**config.mk**
```make
export PLATFORM = sky130hd
export DESIGN_NAME = hazard_fwd_unit
export DESIGN_NICKNAME = d
export VERILOG_FILES = /design/src/rtl/hazard_pkg.sv /design/src/rtl/hazard_fwd_unit_mc_scoreboard.sv /design/src/rtl/hazard_fwd_unit.sv
export SDC_FILE = /design/constraint.sdc
export NUM_CORES = 1
export LEC_CHECK = 0
export ABC_AREA = 1
export CORE_ASPECT_RATIO = 0.7
export CORE_MARGIN = 2
export CORE_UTILIZATION = 40
export DETAILED_ROUTE_END_ITERATION = 6
export PLACE_DENSITY = 0.85
export SLEW_MARGIN = 10
export SYNTH_ARGS = -nofsm -noshare
export SYNTH_HDL_FRONTEND = slang
export SYNTH_SLANG_ARGS = --single-unit
```
**constraint.sdc**
```tcl
create_clock -name clk -period 1.7 [get_ports clk]
set_clock_uncertainty 0.2 [all_clocks]
set_input_delay 0.255 -clock clk [delete_from_list [all_inputs] [get_ports clk]]
set_output_delay 0.255 -clock clk [all_outputs]
set_load 0.005 [all_outputs]
```
**src/rtl/hazard_pkg.sv**
```systemverilog
// Shared types and parameter checks for the hazard/forwarding unit.
// Build option: HAZ_MC_FWD_EN enables forwarding of the multi-cycle result.
package hazard_pkg;

   typedef enum logic [1:0] {
      FWD_RF  = 2'b00,
      FWD_WB  = 2'b01,
      FWD_MEM = 2'b10,
      FWD_MC  = 2'b11
   } fwd_sel_e;

   typedef enum logic [1:0] {
      IDLE    = 2'd0,
      MC_RUN  = 2'd1,
      MC_DONE = 2'd2
   } mc_state_e;

   localparam int MC_LAT_MIN = 1;
   localparam int MC_LAT_MAX = 15;

   function automatic bit mc_lat_ok(input int lat);
      return (lat >= MC_LAT_MIN) && (lat <= MC_LAT_MAX);
   endfunction

endpackage

```
**src/rtl/hazard_fwd_unit_mc_scoreboard.sv**
```systemverilog
// Single-entry scoreboard for an in-flight mul/div op: FSM, latency countdown
// and the ID stall term. Build option: HAZ_MC_FWD_EN.
module mc_scoreboard
   import hazard_pkg::*;
#(
   parameter int REG_AW = 5,
   parameter int MC_LAT = 4,
   parameter int CNT_W  = $clog2(MC_LAT + 1)
) (
   input  logic              clk,
   input  logic              rst,
   input  logic              ex_mc_start,
   input  logic [REG_AW-1:0] ex_rd,
   input  logic              id_valid,
   input  logic [REG_AW-1:0] id_rs1,
   input  logic [REG_AW-1:0] id_rs2,
   input  logic [REG_AW-1:0] id_rd,
   input  logic              id_regwrite,
   input  logic              id_mc,
   output logic              mc_busy,
   output logic              mc_done,
   output logic              mc_fwd_vld,
   output logic              mc_stall,
   output logic [REG_AW-1:0] mc_rd
);

   if (!mc_lat_ok(MC_LAT)) begin : g_bad_lat
      $error("mc_scoreboard: MC_LAT %0d outside legal range", MC_LAT);
   end

   localparam logic [CNT_W-1:0] LAT_M1 = CNT_W'(MC_LAT - 1);

   mc_state_e         state_q, state_d;
   logic [CNT_W-1:0]  cnt_q, cnt_d;
   logic [REG_AW-1:0] mc_rd_q, mc_rd_d;

   always_comb begin
      state_d = state_q;
      cnt_d   = cnt_q;
      mc_rd_d = mc_rd_q;
      case (state_q)
         IDLE: begin
            if (ex_mc_start) begin
               state_d = MC_RUN;
               cnt_d   = LAT_M1;
               mc_rd_d = ex_rd;
            end
         end
         // a start seen here is illegal and simply dropped
         MC_RUN: begin
            if (cnt_q == '0) state_d = MC_DONE;
            else             cnt_d   = cnt_q - CNT_W'(1);
         end
         MC_DONE: begin
            if (ex_mc_start) begin
               state_d = MC_RUN;
               cnt_d   = LAT_M1;
               mc_rd_d = ex_rd;
            end else begin
               state_d = IDLE;
            end
         end
         default: state_d = IDLE;
      endcase
   end

   always_ff @(posedge clk) begin
      if (rst) begin
         state_q <= IDLE;
         cnt_q   <= '0;
         mc_rd_q <= '0;
      end else begin
         state_q <= state_d;
         cnt_q   <= cnt_d;
         mc_rd_q <= mc_rd_d;
      end
   end

   logic rd_nz, raw, waw, run_stall, done_stall;

   always_comb begin
      rd_nz     = (mc_rd_q != '0);
      raw       = rd_nz && ((id_rs1 == mc_rd_q) || (id_rs2 == mc_rd_q));
      waw       = id_regwrite && (id_rd == mc_rd_q);
      run_stall = raw || waw || id_mc;
`ifdef HAZ_MC_FWD_EN
      done_stall = 1'b0;
      mc_fwd_vld = !rst && (state_q == MC_DONE) && rd_nz;
`else
      // without the bypass, readers wait for the writeback and read the regfile
      done_stall = raw;
      mc_fwd_vld = 1'b0;
`endif
      mc_stall = !rst && id_valid &&
                 (((state_q == MC_RUN) && run_stall) ||
                  ((state_q == MC_DONE) && done_stall));
      mc_busy  = !rst && (state_q != IDLE);
      mc_done  = !rst && (state_q == MC_DONE);
      mc_rd    = rst ? '0 : mc_rd_q;
   end

`ifndef SYNTHESIS
   a_no_start_in_run: assert property (@(posedge clk) disable iff (rst)
      !(ex_mc_start && (state_q == MC_RUN)))
      else $error("mc_scoreboard: ex_mc_start during MC_RUN ignored");
`endif

endmodule

```
**src/rtl/hazard_fwd_unit.sv**
```systemverilog
// EX operand forwarding, load-use detection and multi-cycle scoreboard hookup.
// Build option: HAZ_MC_FWD_EN (multi-cycle result bypass, code 11).
module hazard_fwd_unit
   import hazard_pkg::*;
#(
   parameter int REG_AW = 5,
   parameter int MC_LAT = 4,
   parameter int CNT_W  = $clog2(MC_LAT + 1)
) (
   input  logic              clk,
   input  logic              rst,
   input  logic              id_valid,
   input  logic [REG_AW-1:0] id_rs1,
   input  logic [REG_AW-1:0] id_rs2,
   input  logic [REG_AW-1:0] id_rd,
   input  logic              id_regwrite,
   input  logic              id_mc,
   input  logic [REG_AW-1:0] ex_rs1,
   input  logic [REG_AW-1:0] ex_rs2,
   input  logic [REG_AW-1:0] ex_rd,
   input  logic              ex_regwrite,
   input  logic              ex_memread,
   input  logic              ex_mc_start,
   input  logic [REG_AW-1:0] mem_rd,
   input  logic [REG_AW-1:0] wb_rd,
   input  logic              mem_regwrite,
   input  logic              wb_regwrite,
   output logic [1:0]        fwd_a,
   output logic [1:0]        fwd_b,
   output logic              hz_stall,
   output logic              mc_busy,
   output logic              mc_done,
   output logic [REG_AW-1:0] mc_rd
);

   logic mc_fwd_vld, mc_stall, load_use;

   // EX write enable does not affect any hazard decision here
   logic unused_ex_regwrite;
   assign unused_ex_regwrite = ex_regwrite;

   mc_scoreboard #(
      .REG_AW (REG_AW),
      .MC_LAT (MC_LAT),
      .CNT_W  (CNT_W)
   ) u_mc_sb (
      .clk         (clk),
      .rst         (rst),
      .ex_mc_start (ex_mc_start),
      .ex_rd       (ex_rd),
      .id_valid    (id_valid),
      .id_rs1      (id_rs1),
      .id_rs2      (id_rs2),
      .id_rd       (id_rd),
      .id_regwrite (id_regwrite),
      .id_mc       (id_mc),
      .mc_busy     (mc_busy),
      .mc_done     (mc_done),
      .mc_fwd_vld  (mc_fwd_vld),
      .mc_stall    (mc_stall),
      .mc_rd       (mc_rd)
   );

   // MC sits below MEM/WB: the WAW stall guarantees no younger writer of mc_rd
   function automatic fwd_sel_e fwd_pick(
      input logic [REG_AW-1:0] rs,
      input logic [REG_AW-1:0] m_rd,
      input logic              m_we,
      input logic [REG_AW-1:0] w_rd,
      input logic              w_we,
      input logic              c_vld,
      input logic [REG_AW-1:0] c_rd
   );
      fwd_sel_e sel;
      sel = FWD_RF;
      if (m_we && (m_rd != '0) && (m_rd == rs))      sel = FWD_MEM;
      else if (w_we && (w_rd != '0) && (w_rd == rs)) sel = FWD_WB;
      else if (c_vld && (c_rd == rs))                sel = FWD_MC;
      return sel;
   endfunction

   always_comb begin
      fwd_a    = FWD_RF;
      fwd_b    = FWD_RF;
      load_use = id_valid && ex_memread && (ex_rd != '0) &&
                 ((ex_rd == id_rs1) || (ex_rd == id_rs2));
      if (!rst) begin
         fwd_a = fwd_pick(ex_rs1, mem_rd, mem_regwrite, wb_rd, wb_regwrite, mc_fwd_vld, mc_rd);
         fwd_b = fwd_pick(ex_rs2, mem_rd, mem_regwrite, wb_rd, wb_regwrite, mc_fwd_vld, mc_rd);
      end
      hz_stall = !rst && (load_use || mc_stall);
   end

endmodule
```
# After elaboration in Yosys (flattened, before gate mapping)
# Cells that the tools add are included.
[classes]
add_sub_neg = 1
eq_ne = 15
muxes = 14
n_reduce_logical = 37
[op_table]
columns = ["op", "count"]
rows = [
  ["$eq A5 B5 Y1", 9],
  ["$reduce_bool A5 Y1", 4],
  ["$logic_and A1 B1 Y1", 18],
  ["$mux W2", 6],
  ["$logic_or A1 B1 Y1", 6],
  ["$mux W3", 2],
  ["$pmux W2 S3", 1],
  ["$pmux W3 S2", 1],
  ["$mux W5", 1],
  ["$ne A2 B1 Y1 const B", 2],
  ["$ne A2 B2 Y1 const B", 2],
  ["$reduce_and A2 Y1", 2],
  ["$reduce_bool A2 Y1", 2],
  ["$logic_not A3 Y1", 1],
  ["$mux W1", 3],
  ["$reduce_and A3 Y1", 1],
  ["$sub A3 B1 Y3 const B", 1],
  ["$eq A2 B1 Y1 const B", 1],
  ["$eq A2 B2 Y1 const B", 1],
  ["$logic_not A2 Y1", 1],
  ["$reduce_or A2 Y1", 1],
  ["$logic_not A1 Y1", 1],
]
[word_totals]
ff_bits = 10
input_bits = 50
output_inout_bits = 12
elab_cells = 70

# Depth between registers and ports, before layout
# Gate-level depths: netlist (run 1).
[depth]
ltp_word = 10
mapped_depth = 10

# Cells and area by module
# Synthesis (run 1) repeated with hierarchy kept, for this count alone.
[hier_totals]
hier_cells = 282
area_unflattened_um2 = 1512.7
[modules_own_cells]
columns = ["mod", "instances", "cells_per_inst", "area_each_um2"]
rows = [
  ["mc_scoreboard", 1, 136, 784.5],
  ["hazard_fwd_unit", 1, 146, 728.2],
]

# Worst setup path before layout (run 1)
# No wires, ideal clock.
[synth_timing]
path_kind = "register -> output"
start = "register u_mc_sb.mc_rd_q[0]"
end = "output port hz_stall"
arrival_ps = 1002
required_time_ps = 1245
path_slack_ps = 243
stages_incl_launch_ff = 11
cell_sequence = "dfxtp_1 inv_2 nand2_1 nand2_1 nor2_1 nand3_1 nand2_1 nand2_1 nand2_1 nand2_1 a21oi_2"
[synth_via]
elab_chain_len = 10
word_cells_on_any_way = 15
cone_classes = "eq/ne: 3; reduce/logical: 12"
[synth_rtl]
columns = ["element", "line_no", "rtl"]
rows = [
  ["start, declared", "hazard_fwd_unit_mc_scoreboard.sv:35", "logic [REG_AW-1:0] mc_rd_q, mc_rd_d;"],
  ["start signal, assigned", "hazard_fwd_unit_mc_scoreboard.sv:75", "mc_rd_q <= mc_rd_d;"],
  ["$eq A5 B5 Y1", "hazard_fwd_unit_mc_scoreboard.sv:83", "raw = rd_nz && ((id_rs1 == mc_rd_q) || (id_rs2 == mc_rd_q));"],
  ["$logic_or A1 B1 Y1", "hazard_fwd_unit_mc_scoreboard.sv:83", ""],
  ["$logic_and A1 B1 Y1", "hazard_fwd_unit_mc_scoreboard.sv:83", ""],
  ["$logic_or A1 B1 Y1 (2 in a row)", "hazard_fwd_unit_mc_scoreboard.sv:85", "run_stall = raw || waw || id_mc;"],
  ["$logic_and A1 B1 Y1", "hazard_fwd_unit_mc_scoreboard.sv:95", "(((state_q == MC_RUN) && run_stall) ||"],
  ["$logic_or A1 B1 Y1 (*)", "hazard_fwd_unit_mc_scoreboard.sv:95", ""],
  ["$logic_and A1 B1 Y1 (*)", "hazard_fwd_unit_mc_scoreboard.sv:94", "mc_stall = !rst && id_valid &&"],
  ["$logic_or A1 B1 Y1 (*)", "hazard_fwd_unit.sv:91", "hz_stall = !rst && (load_use || mc_stall);"],
  ["$logic_and A1 B1 Y1 (*)", "hazard_fwd_unit.sv:91", ""],
  ["end, declared", "hazard_fwd_unit.sv:30", "output logic hz_stall,"],
]
# Mark *: on every way between the ends. The rest lies on a longest branch, timed or not.

# Worst setup path after layout (run 1)
[layout_timing]
start = "input port ex_rd[1]"
end = "output port hz_stall"
[layout_via]
elab_chain_len = 5
word_cells_on_any_way = 8
cone_classes = "eq/ne: 2; reduce/logical: 6"
[layout_rtl]
columns = ["element", "line_no", "rtl"]
rows = [
  ["start, declared", "hazard_fwd_unit.sv:20", "input logic [REG_AW-1:0] ex_rd,"],
  ["$eq A5 B5 Y1 or $reduce_bool A5 Y1 (tied branches)", "hazard_fwd_unit.sv:86, hazard_fwd_unit.sv:85", ""],
  ["$logic_or A1 B1 Y1 or $logic_and A1 B1 Y1 (tied branches)", "hazard_fwd_unit.sv:86, hazard_fwd_unit.sv:85", ""],
  ["$logic_and A1 B1 Y1 (*)", "hazard_fwd_unit.sv:85", "load_use = id_valid && ex_memread && (ex_rd != '0) &&"],
  ["$logic_or A1 B1 Y1 (*)", "hazard_fwd_unit.sv:91", ""],
  ["$logic_and A1 B1 Y1 (*)", "hazard_fwd_unit.sv:91", ""],
]
# Marks and branches as above.

==> metrics.txt, run 1 <==
Worst setup endpoint=hz_stall; antenna viol nets, final=0; # setup viols final=2; worst min-delay path class=in -> reg; gr usage total=27.4%; Layout Nets=358; clock slew at reported path FFs=0.05 ns; Mapped Cells=213; Synth area leaders=nand2_1 (19%), dfxtp_1 (17%), inv_1 (9.8%); Worst VDD drop=646 µV; setup TNS=-0.290 ns; Hold Fails Final Rpt=0; Register-to-Register Path Depth=9; CTS root buf=clkbuf_8; Yosys reg bits=10; top cell type's share of synthesized area=19.0%; largest family of logic cells by synthesized area=simple AND/OR/NAND/NOR gates; chip width=69.0 µm; via count=1,771; Tcrit/Tclk final=117%; Synth Area in Compound Gates=14.7%; critical path startpoint category=input port; Critical Path Sink Type=primary output; CP max FO=4; Worst Path Arrival=1.53 ns; Synth area leader=nand2_1; number of max-cap violations=0; IO Pins=62; unrepaired setup endpoints after global routing=yes; crit path kind=in -> out; Max Transition Viols Final=0; CTS Hold Buffers Added=0; area grow syn2layout=80.5%; DRC=0; outcome=finished with violations; H-Tree Depth=1; Mapped Area=1180 µm²; gpl congestion=1.00; CTS sink count=10; setup slack after layout=-0.282 ns; sequential share of the synthesized area=16.9%; Reg2Reg Launch Point=u_mc_sb.cnt_q[0]$_SDFFE_PP0P_; die height=49.5 µm; number of distinct library cells after synthesis=22; Setup crit start=ex_rd[1]; simple-gate share of the synthesized area=37.5%; Worst EP required=1.24 ns; first-pass GRT wire length=7530 µm; die area=3420 µm²; dpl hpwl=3420 µm; min-delay src=rst; vias in the first global route=1,668; Cell Pwr Density=508 nW/µm²; Avg WL per Cell=14.5 µm; Slew @ Worst Pin=0.322 ns; syn_nets=265; PortBufs=60; r2r setup slk=0.15 ns; initial antenna violation count=0; number of DRC markers in iteration 0=127; largest net degree at the start of global routing=14; Antenna Cells=0; CTS tree=built; failing checks=negative setup slack; Max Fclk=0.505 GHz; final hold slack=0.186 ns; Overflow after GRT=0; worst skew pair latency=0.24 ns; worst reg2reg path endpoint=u_mc_sb.cnt_q[2]$_SDFFE_PP0P_; Syn. warnings=0; clk buf depth=2; xor and xnor area share after synthesis=16.3%; Synth Area in Adders=2.11%; Initial Util=42.2%; row cnt=16; syn_area_per_cell=5.56 µm²; layout cells sized above 1=34.8%; Tmin final=1.98 ns; core box area=2800 µm²; Detailed Routing Iterations Pass 1=5; final WL=4930 µm; LEAKAGE=1.16 nW; vias per cell=5.19; CTS Buf Count=3; Slew headroom=78.4%; post-synthesis mux area share=0%
[synth_stat cells]
cell and instances:
xnor2_1 13, nor2_1 30, a221oi_1 1, buf_2 1
xor2_1 9, nand4_1 4, inv_2 6, a21oi_1 12
clkbuf_1 1, a211oi_1 2, o22ai_1 2, o21ai_0 9
nor3_1 6, inv_1 31, a31oi_1 1, nand3_1 9
a21oi_2 2, ha_1 2, dfxtp_1 10, nand2_1 60
or2_1 1, o41ai_1 1
[cells in the final DEF (no fill, tap or decap), drive strengths merged]
master and n:
a31oi 1, o22ai 2, or2 1, a21oi 14
nand4 4, ha 2, a221oi 1, nand3 9
xor2 9, buf 49, clkbuf 9, nand2 60
dfxtp 10, o41ai 1, dlygate4sd2 27, nor2 30
inv 37, o21ai 9, a211oi 2, nor3 6
clkdlybuf4s15 1, xnor2 13, clkdlybuf4s50 6, dlymetal6s2s 2
[logic make-up after synthesis]
family / count (synthesis)
AO/OA/AOI/OAI: 30
AND/OR/NAND/NOR: 110
buffers and inverters: 39
flip-flops: 10
XOR/XNOR: 22
adder cells (fa/ha/maj): 2
[sequential cells by signal (all words and copies together), names as in the netlist]
signal	cells
u_mc_sb.state_q	2
u_mc_sb.cnt_q	3
u_mc_sb.mc_rd_q	5
[metrics by stage]
stage	std cells	total power [mW]	setup slack, ns	util [%]	instance area (µm²)
after detailed placement	331	0.750	-0.728	71.4	2000
after global placement	331	0.737	-0.734	71.4	2000
final	341	1.09	-0.282	76.3	2140
after CTS	340	1.04	-0.234	73.8	2070
after global routing	341	1.16	-0.327	76.3	2140
after floorplan	213	0.486	0.243	-	1180
[routing by layer]
layer  share of wire [%]  GRT usage, %  vias up  wire length, µm
li1                    -             -      855                -
met1                  41          35.7      794             2000
met2                  46          45.8       98             2250
met3                  10          6.13       24              503
met4                 3.7          7.84        0              182
met5                   0             0        -                0
[repair_timing]
item                       4_1_cts  5_1_grt
resized for setup              135       43
setup endpoints to repair       12        5
pin swaps                       32       29
cloned                           0        0
setup buffers                    6        3
[worst min path at each step]
stage	end	cells after the start	slack [ns]
final	u_mc_sb.state_q[0]$_SDFFE_PP0P_	3	0.19
after global routing	u_mc_sb.state_q[0]$_SDFFE_PP0P_	3	0.21
after CTS	u_mc_sb.cnt_q[2]$_SDFFE_PP0P_	1	0.25
after detailed placement	u_mc_sb.cnt_q[2]$_SDFFE_PP0P_	1	0.24
after global placement	u_mc_sb.cnt_q[2]$_SDFFE_PP0P_	1	0.23
after floorplan	u_mc_sb.state_q[1]$_SDFFE_PP0P_	1	0.13
[worst max-delay path, cell delays in order]
cell           delay [ns]
dlygate4sd2_1        0.29
inv_2                0.10
nor2_1               0.07
nor3_1               0.32
nand3_1              0.12
nand2_1              0.08
nand2_1              0.06
a21oi_2              0.12
buf_2                0.12
[cell type report]
cell class | count | area [µm²]
sequential | 10 | 219
clock buffer | 4 | 55.1
timing repair buffer | 90 | 704
tap | 36 | 45.0
inverter | 37 | 146
multi-input combinational | 164 | 967
fill | 206 | 666
[power by group]
group | leakage (nW) | internal (mW) | total [mW] | switching, mW
logic | 1.05 | 0.247 | 0.505 | 0.258
clock network | 0.0288 | 0.204 | 0.299 | 0.0954
registers | 0.0859 | 0.257 | 0.283 | 0.0254
Power figures use the tool's default switching activity.
==> run 2: changes to the inputs <==
--- a/config.mk
+++ b/config.mk
@@ -15,3 +15,4 @@
 export SYNTH_ARGS = -nofsm -noshare
 export SYNTH_HDL_FRONTEND = slang
 export SYNTH_SLANG_ARGS = --single-unit
+export TNS_END_PERCENT = 100
==> constraint.sdc (replaced) <==
create_clock -name clk -period 2.1 [get_ports clk]
set_clock_uncertainty 0.2 [all_clocks]
set_input_delay 0.315 -clock clk [delete_from_list [all_inputs] [get_ports clk]]
set_output_delay 0.315 -clock clk [all_outputs]
set_load 0.005 [all_outputs]
==> run 2 against run 1 <==
Compared with the run above: flip-flop and latch count did not move; the run now ends clean; clock power is 34% lower; non-clock buffer count down 1; wire length is 8.5% lower; critical path depth stayed put; sequential power is 20% lower; largest power group unchanged; clock-buffer cell count is 1 lower; critical endpoint is now fwd_a[0]; die area unchanged; via count decreased by 6.4%; global-route usage decreased by 3.1 points; first-iteration DRC count grew 22%.
==> metrics.txt, run 2 (synthesis gave the netlist of run 1 again) <==
outcome=finished clean; IO Pins=62 (unchanged); clock power share=24.0% (-3.5 points); worst skew pair latency=0.23 ns (about the same); CTS sink count=10 (unchanged); layout cells sized above 1=23.1% (-12 points); Reg2Reg Launch Point=u_mc_sb.cnt_q[0]$_SDFFE_PP0P_; # setup viols final=0 (-2); Slew @ Worst Pin=0.269 ns (-0.0528 ns); clock slew at reported path FFs=0.04 ns (about the same); Finished Cell Area=2150 µm² (+0.53%); Comb pwr share=48.1% (+1.6 points); H-Tree Depth=1 (unchanged); Register Area=209 µm² (-4.6%); Worst VDD drop=481 µV (-26%); crit path kind=in -> out; r2r setup slk=0.55 ns (+0.40 ns); die height=49.5 µm (unchanged); number of DRC markers in iteration 0=155 (+22%); CTS root buf=clkbuf_8; Layout Nets=357 (-0.28%); Psw=281 µW (-26%); Critical Path Sink Type=primary output; fill cell total of the finished layout=214 (+3.9%); worst min-delay path class=reg -> reg; CP max FO=3 (-1); Initial Util=42.2% (unchanged); Net Sw Frac=34.6% (-0.33 points); Tot Pwr=814 µW (-25%); Post-DP Area=1990 µm² (-0.38%); CTS tree=built; Register-to-Register Path Depth=9 (unchanged); Worst setup endpoint=fwd_a[0]; Avg WL per Cell=13.3 µm (-8.0%); vias per cell=4.89 (-5.8%); PortBufs=60 (unchanged); critical path startpoint category=input port; Tcrit/Tclk final=98.0%; via count=1,658 (-6.4%); Slew headroom=81.9% (+3.5 points); DP Cell Count=330 (-0.30%); Tmin final=2.06 ns; Max Transition Viols Final=0 (unchanged); Hold Fails Final Rpt=0 (unchanged); Reg with most FFs=u_mc_sb.mc_rd_q; CTS Buf Count=3 (unchanged); biggest regs=u_mc_sb.mc_rd_q: 5 flops, u_mc_sb.cnt_q: 3 flops, u_mc_sb.state_q: 2 flops; gpl congestion=0.974 (-2.7%); Detailed Routing Iterations Pass 1=4 (-1); multi-input logic area=902 µm² (-6.7%); Flop pwr share=27.9% (+1.9 points); Pint=533 µW (-25%); DRC=0 (unchanged); Cell Pwr Density=379 nW/µm² (-25%); chip width=69.0 µm (unchanged); final WL=4510 µm (-8.5%); Antenna Cells=0 (unchanged); max FFs per register=5 (unchanged); row cnt=16 (unchanged); largest net degree at the start of global routing=14 (unchanged); first-pass GRT wire length=6780 µm (-10%); setup TNS=0 ns (+0.290 ns); dpl hpwl=3250 µm (-5.0%); core box area=2800 µm² (unchanged); Finished Layout Cells=339 (-0.59%); Setup crit start=mem_rd[1]; Max Fclk=0.486 GHz; commonest cells after routing, fill and taps aside=nand2_1 (59), nor2_1 (27), dlygate4sd2_1 (26), buf_4 (26), inv_1 (25); initial antenna violation count=0 (unchanged); die area=3420 µm² (unchanged); LEAKAGE=1.24 nW (+6.7%); gr usage total=24.3% (-3.1 points); area grow syn2layout=81.5%; Worst Path Arrival=1.54 ns (about the same); antenna viol nets, final=0 (unchanged); vias in the first global route=1,497 (-10%); Worst EP required=1.58 ns (+0.34 ns); most common cell after layout, fill and taps aside=nand2_1; clk buf depth=2 (unchanged); Overflow after GRT=0 (unchanged); worst reg2reg path endpoint=u_mc_sb.cnt_q[2]$_SDFFE_PP0P_; number of max-cap violations=0 (unchanged)
run 2: changes by cell type in the layout (fill, tap and decap cells not counted), moves of 4 or more:
cell	delta
buf_2	-13
xnor2_2	-4
nand2_1	+5
nor2_1	+4
dfxtp_4	-4
clkdlybuf4s50_1	+5
dfxtp_2	+4
xnor2_1	+4
dlymetal6s2s_1	+14
clkbuf_2	-4
nor2_2	-4
nand2_2	-5
run 2: critical path, stage by stage:
cell and delay [ns]:
dlygate4sd2_1 0.29, xnor2_1 0.16, nand4_1 0.12, nor2_2 0.05
buf_4 0.13, buf_4 0.12, buf_4 0.12, a21oi_2 0.11
buf_2 0.13
run 2: how the worst min path moves through the flow:
stage / from / to / slack (ns) / cells after the start
4_1_cts: u_mc_sb.cnt_q[2]$_SDFFE_PP0P_ / u_mc_sb.cnt_q[2]$_SDFFE_PP0P_ / 0.26 / 1
6_report: u_mc_sb.cnt_q[2]$_SDFFE_PP0P_ / u_mc_sb.cnt_q[2]$_SDFFE_PP0P_ / 0.26 / 1
2_1_floorplan: rst / u_mc_sb.state_q[1]$_SDFFE_PP0P_ / 0.19 / 1
5_1_grt: u_mc_sb.cnt_q[2]$_SDFFE_PP0P_ / u_mc_sb.cnt_q[2]$_SDFFE_PP0P_ / 0.28 / 1
3_5_place_dp: u_mc_sb.cnt_q[2]$_SDFFE_PP0P_ / u_mc_sb.cnt_q[2]$_SDFFE_PP0P_ / 0.24 / 1
3_3_place_gp: u_mc_sb.cnt_q[2]$_SDFFE_PP0P_ / u_mc_sb.cnt_q[2]$_SDFFE_PP0P_ / 0.23 / 1
run 2: area by class of cell:
type / instances / area share (%)
Multi-Input combinational cell: 164 / 42.0
Timing Repair Buffer: 89 / 37.8
Sequential cell: 10 / 9.73
Inverter: 37 / 6.46
Tap cell: 36 / 2.10
Clock buffer: 3 / 1.92
run 2: metrics by stage:
step | utilization [%] | setup WS [ns] | hold slack [ns]
after floorplan | - | 0.570 | 0.192
after global placement | 71.1 | -0.457 | 0.227
after detailed placement | 71.1 | -0.486 | 0.242
final | 76.7 | 0.0423 | 0.262
after CTS | 73.3 | -0.111 | 0.265
after global routing | 76.7 | -0.00753 | 0.280
run 2: power by group through the flow:
stage | registers, mW | clock network [mW] | logic, mW
6_report | 0.227 | 0.196 | 0.391
4_1_cts | 0.224 | 0.200 | 0.369
3_5_place_dp | 0.227 | 0 | 0.373
3_3_place_gp | 0.226 | 0 | 0.366
5_1_grt | 0.228 | 0.212 | 0.429
2_1_floorplan | 0.224 | 0 | 0.170
run 2: repair_timing:
item,4_1_cts,5_1_grt
resized for setup,56,40
pin swaps,7,16
endpoints found under the hold margin,0,0
setup endpoints to repair,12,6
setup buffers,4,3
hold buffers,0,0
run 2: layer usage:
layer	track usage [%]	part of all wire [%]
met1	33.3	45
met2	41.3	47
met4	2.61	0
met3	4.29	7.7
met5	0	0
==> run 3: changes to the inputs <==
--- a/config.mk
+++ b/config.mk
@@ -5,12 +5,11 @@
 export SDC_FILE = /design/constraint.sdc
 export NUM_CORES = 1
 export LEC_CHECK = 0
-export ABC_AREA = 1
 export CORE_ASPECT_RATIO = 0.7
 export CORE_MARGIN = 2
-export CORE_UTILIZATION = 40
+export CORE_UTILIZATION = 38
 export DETAILED_ROUTE_END_ITERATION = 6
-export PLACE_DENSITY = 0.85
+export PLACE_DENSITY = 0.84
 export SLEW_MARGIN = 10
 export SYNTH_ARGS = -nofsm -noshare
 export SYNTH_HDL_FRONTEND = slang
==> run 3 against run 2 <==
Compared with the run above: the run now ends with negative setup slack left; register-to-register slack worse by 0.23 ns; fmax decreased by 15%; wire length decreased by 2.9%; highest routed layer is now met4; area after synthesis is 8.9% lower; core utilization up 1.7 points; clock power rose by 22%.
==> metrics.txt, run 3 <==
outcome=finished with violations; failing checks=negative setup slack; syn_nets=187 (-29%); IO Pins=62 (unchanged); biggest regs=u_mc_sb.mc_rd_q: 5 flops, u_mc_sb.cnt_q: 3 flops, u_mc_sb.state_q: 2 flops; number of DRC markers in iteration 0=29 (-81%); clock slew at reported path FFs=0.05 ns (about the same); CTS sink count=10 (unchanged); syn_area_per_cell=7.99 µm² (+44%); Slew @ Worst Pin=0.440 ns (+0.171 ns); number of max-cap violations=0 (unchanged); number of distinct library cells after synthesis=26 (+18%); die area=3290 µm² (-3.8%); Worst VDD drop=410 µV (-15%); Antenna Cells=0 (unchanged); Synth area leader=xor2_1; Post-DP Area=1990 µm² (-0.13%); Max Fclk=0.413 GHz (-15%); Syn. warnings=0 (unchanged); critical path startpoint category=input port; vias in the first global route=1,497 (unchanged); die height=48.6 µm (-1.9%); setup slack after layout=-0.319 ns (-0.361 ns); top-count cell post-synth=xor2_1; Layout Nets=289 (-19%); crit path cell chain=clkdlybuf4s50_1 -> or4_4 -> o21ai_4 -> a21oi_1 -> o311a_1 -> buf_2; Mapped Area=1080 µm² (-8.9%); Finished Cell Area=2150 µm² (about the same); final WL=4380 µm (-2.9%); via count=1,384 (-17%); CP max FO=3 (unchanged); largest net degree at the start of global routing=20 (+6); area grow syn2layout=99.3%; CTS tree=built; Primary FF master, synth=dfxtp_1; worst min-delay path class=reg -> reg; commonest cells after routing, fill and taps aside=buf_4 (41), clkdlybuf4s50_1 (27), xor2_1 (23); core box area=2740 µm² (-2.1%); worst skew pair latency=0.23 ns (about the same); gpl congestion=0.942 (-3.3%); Slew headroom=70.6% (-11 points); Hold Fails Final Rpt=0 (unchanged); Detailed Routing Iterations Pass 1=4 (unchanged); most common cell after layout, fill and taps aside=buf_4; Crit path buffers/inverters=2 (-3); layout cells sized above 1=39.0% (+16 points); Finished Layout Cells=272 (-20%); Synth area leaders=xor2_1 (19%), dfxtp_1 (19%), xnor2_1 (18%); Worst EP required=1.58 ns (about the same); chip width=67.7 µm (-1.9%); Tcrit/Tclk final=115% (+17 points); CTS Buf Count=3 (unchanged); first-pass GRT wire length=6840 µm (+0.91%); vias per cell=5.09 (+4.0%); Worst Path Arrival=1.90 ns (+0.36 ns); gr usage total=27.9% (+3.6 points); dpl hpwl=3330 µm (+2.3%); # setup viols final=3 (+3); Yosys reg bits=10 (unchanged); row cnt=16 (unchanged); PortBufs=60 (unchanged); Critical Path Sink Type=primary output; initial antenna violation count=0 (unchanged); Post-synth EDFFs=0 (unchanged); sequential share of the synthesized area=18.6% (+1.6 points); Avg WL per Cell=16.1 µm (+21%); DRC=0 (unchanged); Cell Pwr Density=397 nW/µm² (+4.7%); Async S/R FF share, synth=0% (unchanged); DP Cell Count=264 (-20%); clk buf depth=2 (unchanged); CTS root buf=clkbuf_8; CP max stage delay=0.45 ns (+0.16 ns); Mapped Cells=135 (-37%); antenna viol nets, final=0 (unchanged); Overflow after GRT=0 (unchanged); crit path kind=in -> out; max FFs per register=5 (unchanged); CTS Hold Buffers Added=0 (unchanged); critical path's top delay family=buffers and inverters; master of the slowest instance on the critical path=clkdlybuf4s50_1; top cell type's share of synthesized area=19.5% (+0.46 points); Initial Util=39.3% (-2.9 points); final hold slack=0.253 ns (-0.00860 ns); H-Tree Depth=1 (unchanged); Tot Pwr=852 µW (+4.7%); Max Transition Viols Final=0 (unchanged); Reg with most FFs=u_mc_sb.mc_rd_q; Tmin final=2.42 ns (+0.361 ns); unrepaired setup endpoints after global routing=yes; LEAKAGE=0.941 nW (-24%); commonest cells in the netlist=xor2_1 (24), xnor2_1 (22), nor2_1 (11)
==> run 3: cell type report <==
class                      instances  area [µm²]
tap                               36        45.0
multi-input combinational        113         946
inverter                           4        15.0
clock buffer                       4        55.1
sequential                        10         210
fill                             177         593
timing repair buffer             105         878
==> run 3: cell families (layout without fill, tap and decap cells) <==
family                   Yosys count  in the layout  synth area share (%)
AO/OA/AOI/OAI                     11             11                  7.08
XOR/XNOR                          46             46                  37.4
adder cells (fa/ha/maj)            2              2                  2.32
buffers and inverters             12            113                  5.22
flip-flops                        10             10                  18.6
multiplexers                       5              5                  4.64
AND/OR/NAND/NOR                   49             49                  24.8
==> run 3: layer usage <==
layer  wire (µm)  GRT usage [%]  up-vias
met5           0              0        -
met4         172           10.2        0
met3         249           7.44       20
met2        2300           53.3       62
met1        1660           27.9      641
li1            -              -      661
==> run 3: power by group <==
part / switching, mW / internal [mW]
registers: 0.0177 / 0.205
logic: 0.165 / 0.224
clock network: 0.0753 / 0.165
==> run 3: final timing paths <==
check                                                  endpoint  cells past startpoint  slack (ns)                     startpoint
worst min-delay path            u_mc_sb.state_q[1]$_SDFFE_PP0P_                      1        0.25  u_mc_sb.cnt_q[2]$_SDFFE_PP0P_
worst max-delay path                                   hz_stall                      6       -0.32                       ex_rd[1]
worst max register to register    u_mc_sb.cnt_q[2]$_SDFFE_PP0P_                      6        0.32  u_mc_sb.cnt_q[0]$_SDFFE_PP0P_
worst min register to register  u_mc_sb.state_q[1]$_SDFFE_PP0P_                      1        0.25  u_mc_sb.cnt_q[2]$_SDFFE_PP0P_
==> run 3: worst reg2reg max path: stages, from the launching register on <==
cell and delay [ns]:
dfxtp_1 0.36, inv_1 0.08, ha_1 0.22, a21oi_1 0.39
nand2_1 0.13, xnor2_1 0.15, nor3_1 0.15
==> run 3: metrics by stage <==
step	util, %	setup slack, ns	TNS [ns]
2_1_floorplan	-	0.0301	0
3_3_place_gp	72.6	-0.854	-3.54
5_1_grt	78.4	-0.379	-0.583
6_report	78.4	-0.319	-0.423
4_1_cts	76.6	-0.341	-0.441
3_5_place_dp	72.6	-0.904	-4.00
==> run 3: what timing repair did <==
action	4_1_cts	5_1_grt
setup buffers	4	0
pin swaps	16	4
setup endpoints to repair	12	4
gates resized for setup	103	17
